===== config.mk =====
export PLATFORM = sky130hd
export DESIGN_NAME = boot_sram_loader_flat
export DESIGN_NICKNAME = d
export VERILOG_FILES = /design/src/rtl/boot_sram_loader_if.sv /design/src/rtl/boot_sram_loader.sv /design/src/flat_wrapper.sv
export SDC_FILE = /design/constraint.sdc
export NUM_CORES = 1
export LEC_CHECK = 0
export CORE_MARGIN = 4
export CORE_UTILIZATION = 40
export DETAILED_ROUTE_END_ITERATION = 8
export MAX_ROUTING_LAYER = met4
export PLACE_DENSITY_LB_ADDON = 0.3
export SKIP_CTS_REPAIR_TIMING = 1
export SLEW_MARGIN = 10
export SYNTH_ARGS = -nofsm -noshare
export SYNTH_HDL_FRONTEND = slang
export SYNTH_SLANG_ARGS = --single-unit

===== constraint.sdc =====
create_clock -name clk -period 4.75 [get_ports clk]
set_clock_uncertainty 0.2 [all_clocks]
set_input_delay 1.425 -clock clk [delete_from_list [all_inputs] [get_ports clk]]
set_output_delay 1.425 -clock clk [all_outputs]
set_load 0.03 [all_outputs]

===== src/rtl/boot_sram_loader_if.sv =====
// Bundles the Avalon-ST byte sink, the Avalon-MM s1 write port and the frame status of boot_sram_loader.
`default_nettype none

interface boot_sram_loader_if #(
    parameter int ADDR_W = 16
);
    logic [7:0]        in_data;
    logic              in_valid;
    logic              in_ready;
    logic [ADDR_W-1:0] sram_address;
    logic              sram_chipselect;
    logic              sram_write;
    logic [7:0]        sram_writedata;
    logic              sram_clken;
    logic              busy;
    logic              done;
    logic              error;

    // master: the loader (drives the SRAM and status, sinks the stream)
    modport master (
        input  in_data, in_valid,
        output in_ready, sram_address, sram_chipselect, sram_write,
        output sram_writedata, sram_clken, busy, done, error
    );

    // slave: the environment (stream source, SRAM, controlling CPU)
    modport slave (
        output in_data, in_valid,
        input  in_ready, sram_address, sram_chipselect, sram_write,
        input  sram_writedata, sram_clken, busy, done, error
    );
endinterface

`default_nettype wire


===== src/rtl/boot_sram_loader.sv =====
// boot_sram_loader: framed byte-stream loader writing payload into the 64 KiB boot SRAM.
// Optional trailing checksum byte and error pulse: BOOT_SRAM_LOADER_CHECKSUM_EN. Rev 1.0
`default_nettype none

module boot_sram_loader #(
    parameter logic [7:0] SYNC_BYTE = 8'hA5,
    parameter int         ADDR_W    = 16
) (
    input  wire logic          clk,
    input  wire logic          reset_n,
    boot_sram_loader_if.master bus
);

    typedef enum logic [2:0] {
        IDLE    = 3'd0,
        ADDR_HI = 3'd1,
        ADDR_LO = 3'd2,
        LEN_HI  = 3'd3,
        LEN_LO  = 3'd4,
        DATA    = 3'd5,
        CSUM    = 3'd6,
        REPORT  = 3'd7
    } state_t;

`ifdef BOOT_SRAM_LOADER_CHECKSUM_EN
    localparam state_t POST_DATA = CSUM;
`else
    localparam state_t POST_DATA = REPORT;
`endif

    state_t            state;
    state_t            state_nx;
    logic              enabled;
    logic              accept;
    logic [15:0]       addr;
    logic [15:0]       count;
    logic [ADDR_W-1:0] wr_addr;
    logic [7:0]        wr_data;
    logic              wr_en;
    logic              done_q;
`ifdef BOOT_SRAM_LOADER_CHECKSUM_EN
    logic [7:0]        sum;
    logic              error_q;
`endif

    // enabled rises on the first clock out of reset and gates both in_ready and clken
    assign bus.in_ready        = enabled && (state != REPORT);
    assign accept              = bus.in_valid && bus.in_ready;
    assign bus.sram_clken      = enabled;
    assign bus.sram_address    = wr_addr;
    assign bus.sram_writedata  = wr_data;
    assign bus.sram_chipselect = wr_en;
    assign bus.sram_write      = wr_en;
    assign bus.busy            = (state != IDLE);
    assign bus.done            = done_q;
`ifdef BOOT_SRAM_LOADER_CHECKSUM_EN
    assign bus.error           = error_q;
`else
    assign bus.error           = 1'b0;
`endif

    always_ff @(posedge clk or negedge reset_n) begin
        if (!reset_n) state <= IDLE;
        else          state <= state_nx;
    end

    always_comb begin
        state_nx = state;
        case (state)
            IDLE:    if (accept && bus.in_data == SYNC_BYTE) state_nx = ADDR_HI;
            ADDR_HI: if (accept) state_nx = ADDR_LO;
            ADDR_LO: if (accept) state_nx = LEN_HI;
            LEN_HI:  if (accept) state_nx = LEN_LO;
            LEN_LO:  if (accept) state_nx = ({count[15:8], bus.in_data} != 16'd0) ? DATA : POST_DATA;
            DATA:    if (accept && count == 16'd1) state_nx = POST_DATA;
            CSUM:    if (accept) state_nx = REPORT;
            REPORT:  state_nx = IDLE;
            default: state_nx = IDLE;
        endcase
    end

    // done/error are registered off REPORT so they land after the final SRAM write
    always_ff @(posedge clk or negedge reset_n) begin
        if (!reset_n) begin
            enabled <= 1'b0;
            addr    <= 16'd0;
            count   <= 16'd0;
            wr_addr <= '0;
            wr_data <= 8'd0;
            wr_en   <= 1'b0;
            done_q  <= 1'b0;
        end else begin
            enabled <= 1'b1;
            wr_en   <= 1'b0;
            done_q  <= (state == REPORT);
            if (accept) begin
                case (state)
                    ADDR_HI: addr[15:8]  <= bus.in_data;
                    ADDR_LO: addr[7:0]   <= bus.in_data;
                    LEN_HI:  count[15:8] <= bus.in_data;
                    LEN_LO:  count[7:0]  <= bus.in_data;
                    DATA: begin
                        wr_en   <= 1'b1;
                        wr_addr <= addr[ADDR_W-1:0];
                        wr_data <= bus.in_data;
                        addr    <= addr + 16'd1;
                        count   <= count - 16'd1;
                    end
                    default: ;
                endcase
            end
        end
    end

`ifdef BOOT_SRAM_LOADER_CHECKSUM_EN
    always_ff @(posedge clk or negedge reset_n) begin
        if (!reset_n) begin
            sum     <= 8'd0;
            error_q <= 1'b0;
        end else begin
            error_q <= (state == REPORT) && (sum != 8'd0);
            if (accept) begin
                if (state == IDLE)
                    sum <= 8'd0;
                else if (state != REPORT)
                    sum <= sum + bus.in_data;
            end
        end
    end
`endif

endmodule

`default_nettype wire


===== src/flat_wrapper.sv =====
// flat-port wrapper written by rule: the top's interface ports become plain ports
module boot_sram_loader_flat 
#(
    parameter logic [7:0] SYNC_BYTE = 8'hA5,
    parameter int         ADDR_W    = 16
)
  (clk, reset_n, bus_in_data, bus_in_valid, bus_in_ready, bus_sram_address, bus_sram_chipselect, bus_sram_write, bus_sram_writedata, bus_sram_clken, bus_busy, bus_done, bus_error);
  boot_sram_loader_if #(.ADDR_W(ADDR_W)) bus_i ();
  input  wire logic clk;
  input  wire logic reset_n;
  input wire logic [$bits(bus_i.in_data)-1:0] bus_in_data;
  input wire logic [$bits(bus_i.in_valid)-1:0] bus_in_valid;
  output wire logic [$bits(bus_i.in_ready)-1:0] bus_in_ready;
  output wire logic [$bits(bus_i.sram_address)-1:0] bus_sram_address;
  output wire logic [$bits(bus_i.sram_chipselect)-1:0] bus_sram_chipselect;
  output wire logic [$bits(bus_i.sram_write)-1:0] bus_sram_write;
  output wire logic [$bits(bus_i.sram_writedata)-1:0] bus_sram_writedata;
  output wire logic [$bits(bus_i.sram_clken)-1:0] bus_sram_clken;
  output wire logic [$bits(bus_i.busy)-1:0] bus_busy;
  output wire logic [$bits(bus_i.done)-1:0] bus_done;
  output wire logic [$bits(bus_i.error)-1:0] bus_error;
  assign bus_i.in_data = bus_in_data;
  assign bus_i.in_valid = bus_in_valid;
  assign bus_in_ready = bus_i.in_ready;
  assign bus_sram_address = bus_i.sram_address;
  assign bus_sram_chipselect = bus_i.sram_chipselect;
  assign bus_sram_write = bus_i.sram_write;
  assign bus_sram_writedata = bus_i.sram_writedata;
  assign bus_sram_clken = bus_i.sram_clken;
  assign bus_busy = bus_i.busy;
  assign bus_done = bus_i.done;
  assign bus_error = bus_i.error;
  boot_sram_loader #(.SYNC_BYTE(SYNC_BYTE), .ADDR_W(ADDR_W)) u_core (.clk(clk), .reset_n(reset_n), .bus(bus_i));
endmodule

==> reports/qor.csv <==
metric,value,unit
clk_pin_slew_worst_paths,0.07,ns
r2r_end,u_core.addr[6],
seq_area_frac_synth,0.453,
fin_tns_setup,0,ns
required,3.12,ns
drc,0,
antenna_left,0,
hold_start,u_core.bus.sram_address[3],
vias,2917,
rows,33,
critical_path.top_delay_family,buffers and inverters,
path_cells,"or3_2, clkdlybuf4s50_1",
hold_violations,0,
synthArstFlopShare,1.00,
reg2reg_depth,5,
grt_max_degree,48,
clock-sinks,62,
syn_inst,341,
path_max_fanout,15,
area_growth,17.7,%
maxSlewHeadroom,0.302,
critPathArrivalTime,2.06,ns
io_pins,42,
hold_class,reg2reg,
start_util,0.414,
cts_tree,built,
layout_setup_ws,1.06,ns
syn_area,3420,um2
powerDensity,500,nW/um2
p_leak,1.71,nW
gp_congestion,0.883,
outcome,finished clean,
dp.cells,467,
pre_cts_slack,1.16,ns
avgSynthCellArea,10.0,um2
synth-edff-count,0,
rsz0062_at_grt,no,
clock_latency,0.35,ns
fin_util,0.488,
io_buffers,40,
drv_cap,0,
setup_viol,0,
min_period,3.69,ns
slowest_stage,clkdlybuf4s50_1,
antenna_cells,0,
cp_num_buf_inv,1,
vdd_drop_max,0.195,mV
max_stage_delay,0.61,ns
end_kind,output port,
whs,0.305,ns
syn_nets,355,
tightest_slew,1.05,ns
stdcell_count,482,
holdPathEnd,u_core.bus.sram_address[3],
dieWidth,100,um
cts_max_level,3,
clockBufferDepth,2,
wl_per_cell,18.1,um
wl,8.72,mm
fin_crit_sh,0.777,
dp_hpwl,6.03,mm
antenna_found_initial,0,
yosysUniqueCellTypes,59,
drt_iter0_drc,236,
design.die.area,10100,um2
final_layout_size_suffix_gt1_frac,0.141,
root_buffer,clkbuf_8,
ff2ff_setup_slack,2.26,ns
layout.nets,387,
drv_slew,0,
whs_path_depth,1,
coreArea,8260,um2
via_per_inst,6.05,
firstDrtPassIters,5,
crit_type,reg2out,
ys_ff_latch,62,
max_freq,271,MHz
ys_warn_count,0,
overflow,0,
synth_ff_type,dfrtp_1,
numCtsBuffers,9,
r2r-start,u_core.state[0],
grt_usage,0.190,
die-height,100,um
cp-start-kind,register,
grt_pass1_vias,2791,
grt_pass1_wl,14.5,mm
[worst max-delay path by stage]
stage / startpoint / end / depth (start not counted)
2_1_floorplan: u_core.state[1] / bus_in_ready / 4
3_3_place_gp: bus_in_valid / u_core.bus.sram_address[2] / 5
3_5_place_dp: bus_in_valid / u_core.bus.sram_address[0] / 5
4_1_cts: u_core.state[0] / bus_busy / 2
5_1_grt: u_core.state[1] / bus_in_ready / 4
6_report: u_core.state[0] / bus_busy / 2
[synthesized netlist by cell type (3+ instances only)]
master | number | area, um2
buf_4 | 3 | 22.5
nor2_1 | 24 | 90.1
o22ai_1 | 5 | 31.3
o21ai_0 | 21 | 105
nand2_1 | 16 | 60.1
clkbuf_8 | 3 | 41.3
clkbuf_1 | 6 | 22.5
a2bb2oi_1 | 3 | 26.3
nand4_1 | 8 | 50.1
nand3_1 | 15 | 75.1
o22a_1 | 7 | 61.3
buf_2 | 9 | 45.0
a21o_1 | 3 | 22.5
and3_1 | 10 | 62.6
mux2i_1 | 5 | 50.1
and2_1 | 6 | 37.5
nor3_1 | 12 | 60.1
inv_1 | 7 | 26.3
ha_1 | 3 | 37.5
dfrtp_1 | 62 | 1550
nor4_1 | 5 | 31.3
nand4b_1 | 4 | 35.0
a31oi_1 | 4 | 25.0
o21a_1 | 4 | 30.0
a41oi_1 | 4 | 35.0
mux2_2 | 25 | 282
a21oi_1 | 25 | 125
[per-stage QoR]
stage          total power [mW]  cell area (um2)
2_1_floorplan              1.32             3420
3_5_place_dp               1.56             3840
5_1_grt                    2.15             4030
6_report                   2.02             4030
3_3_place_gp               1.54             3840
4_1_cts                    2.03             4030
[power by group]
part / leakage (nW) / internal, mW / total (mW) / switching (mW)
Sequential: 0.804 / 0.701 / 0.942 / 0.241
Combinational: 0.808 / 0.280 / 0.617 / 0.337
Clock: 0.0952 / 0.252 / 0.456 / 0.204
[cell type report]
class,count,area [um2]
clock buffer,11,141
inverter,7,26.3
multi-input combinational,249,1690
timing repair buffer,44,438
sequential,62,1550
tap,105,131
clock inverter,4,47.5
fill,796,4230
[cell usage in the layout (no fill, tap or decap), types with 8 or more instances in the layout]
cell type / Yosys / routed
a21oi_1: 25 / 25
and3_1: 10 / 10
clkbuf_8: 3 / 10
clkdlybuf4s50_1: 0 / 39
dfrtp_1: 62 / 62
mux2_2: 25 / 25
nand2_1: 16 / 16
nand3_1: 15 / 15
nand4_1: 8 / 8
nor2_1: 24 / 23
nor3_1: 12 / 12
o21ai_0: 21 / 21
[routing by layer]
| layer | global-route usage | part of all wire |
|---|---|---|
| met5 | - | 0 |
| met4 | 0.0725 | 0.022 |
| met3 | 0.0443 | 0.053 |
| met2 | 0.282 | 0.47 |
| met1 | 0.254 | 0.46 |
[logic make-up (layout without fill, tap and decap cells)]
family	after synthesis	after routing	share of synthesized area
flops	62	62	0.453
mux	30	30	0.0969
buf+inv	30	66	0.0527
fa+ha+maj	3	3	0.0110
compound gates	95	95	0.183
xor+xnor	1	1	0.00256
other cells	2	2	0.00219
simple gates	118	118	0.199
[sequential cells by signal, indices dropped and copies added (netlist names)]
register / flops
u_core.bus.done: 1
u_core.bus.sram_writedata: 8
u_core.bus.sram_clken: 1
u_core.state: 3
u_core.bus.sram_address: 16
u_core.bus.sram_chipselect: 1
u_core.count: 16
u_core.addr: 16
Power figures use the tool's default switching activity.
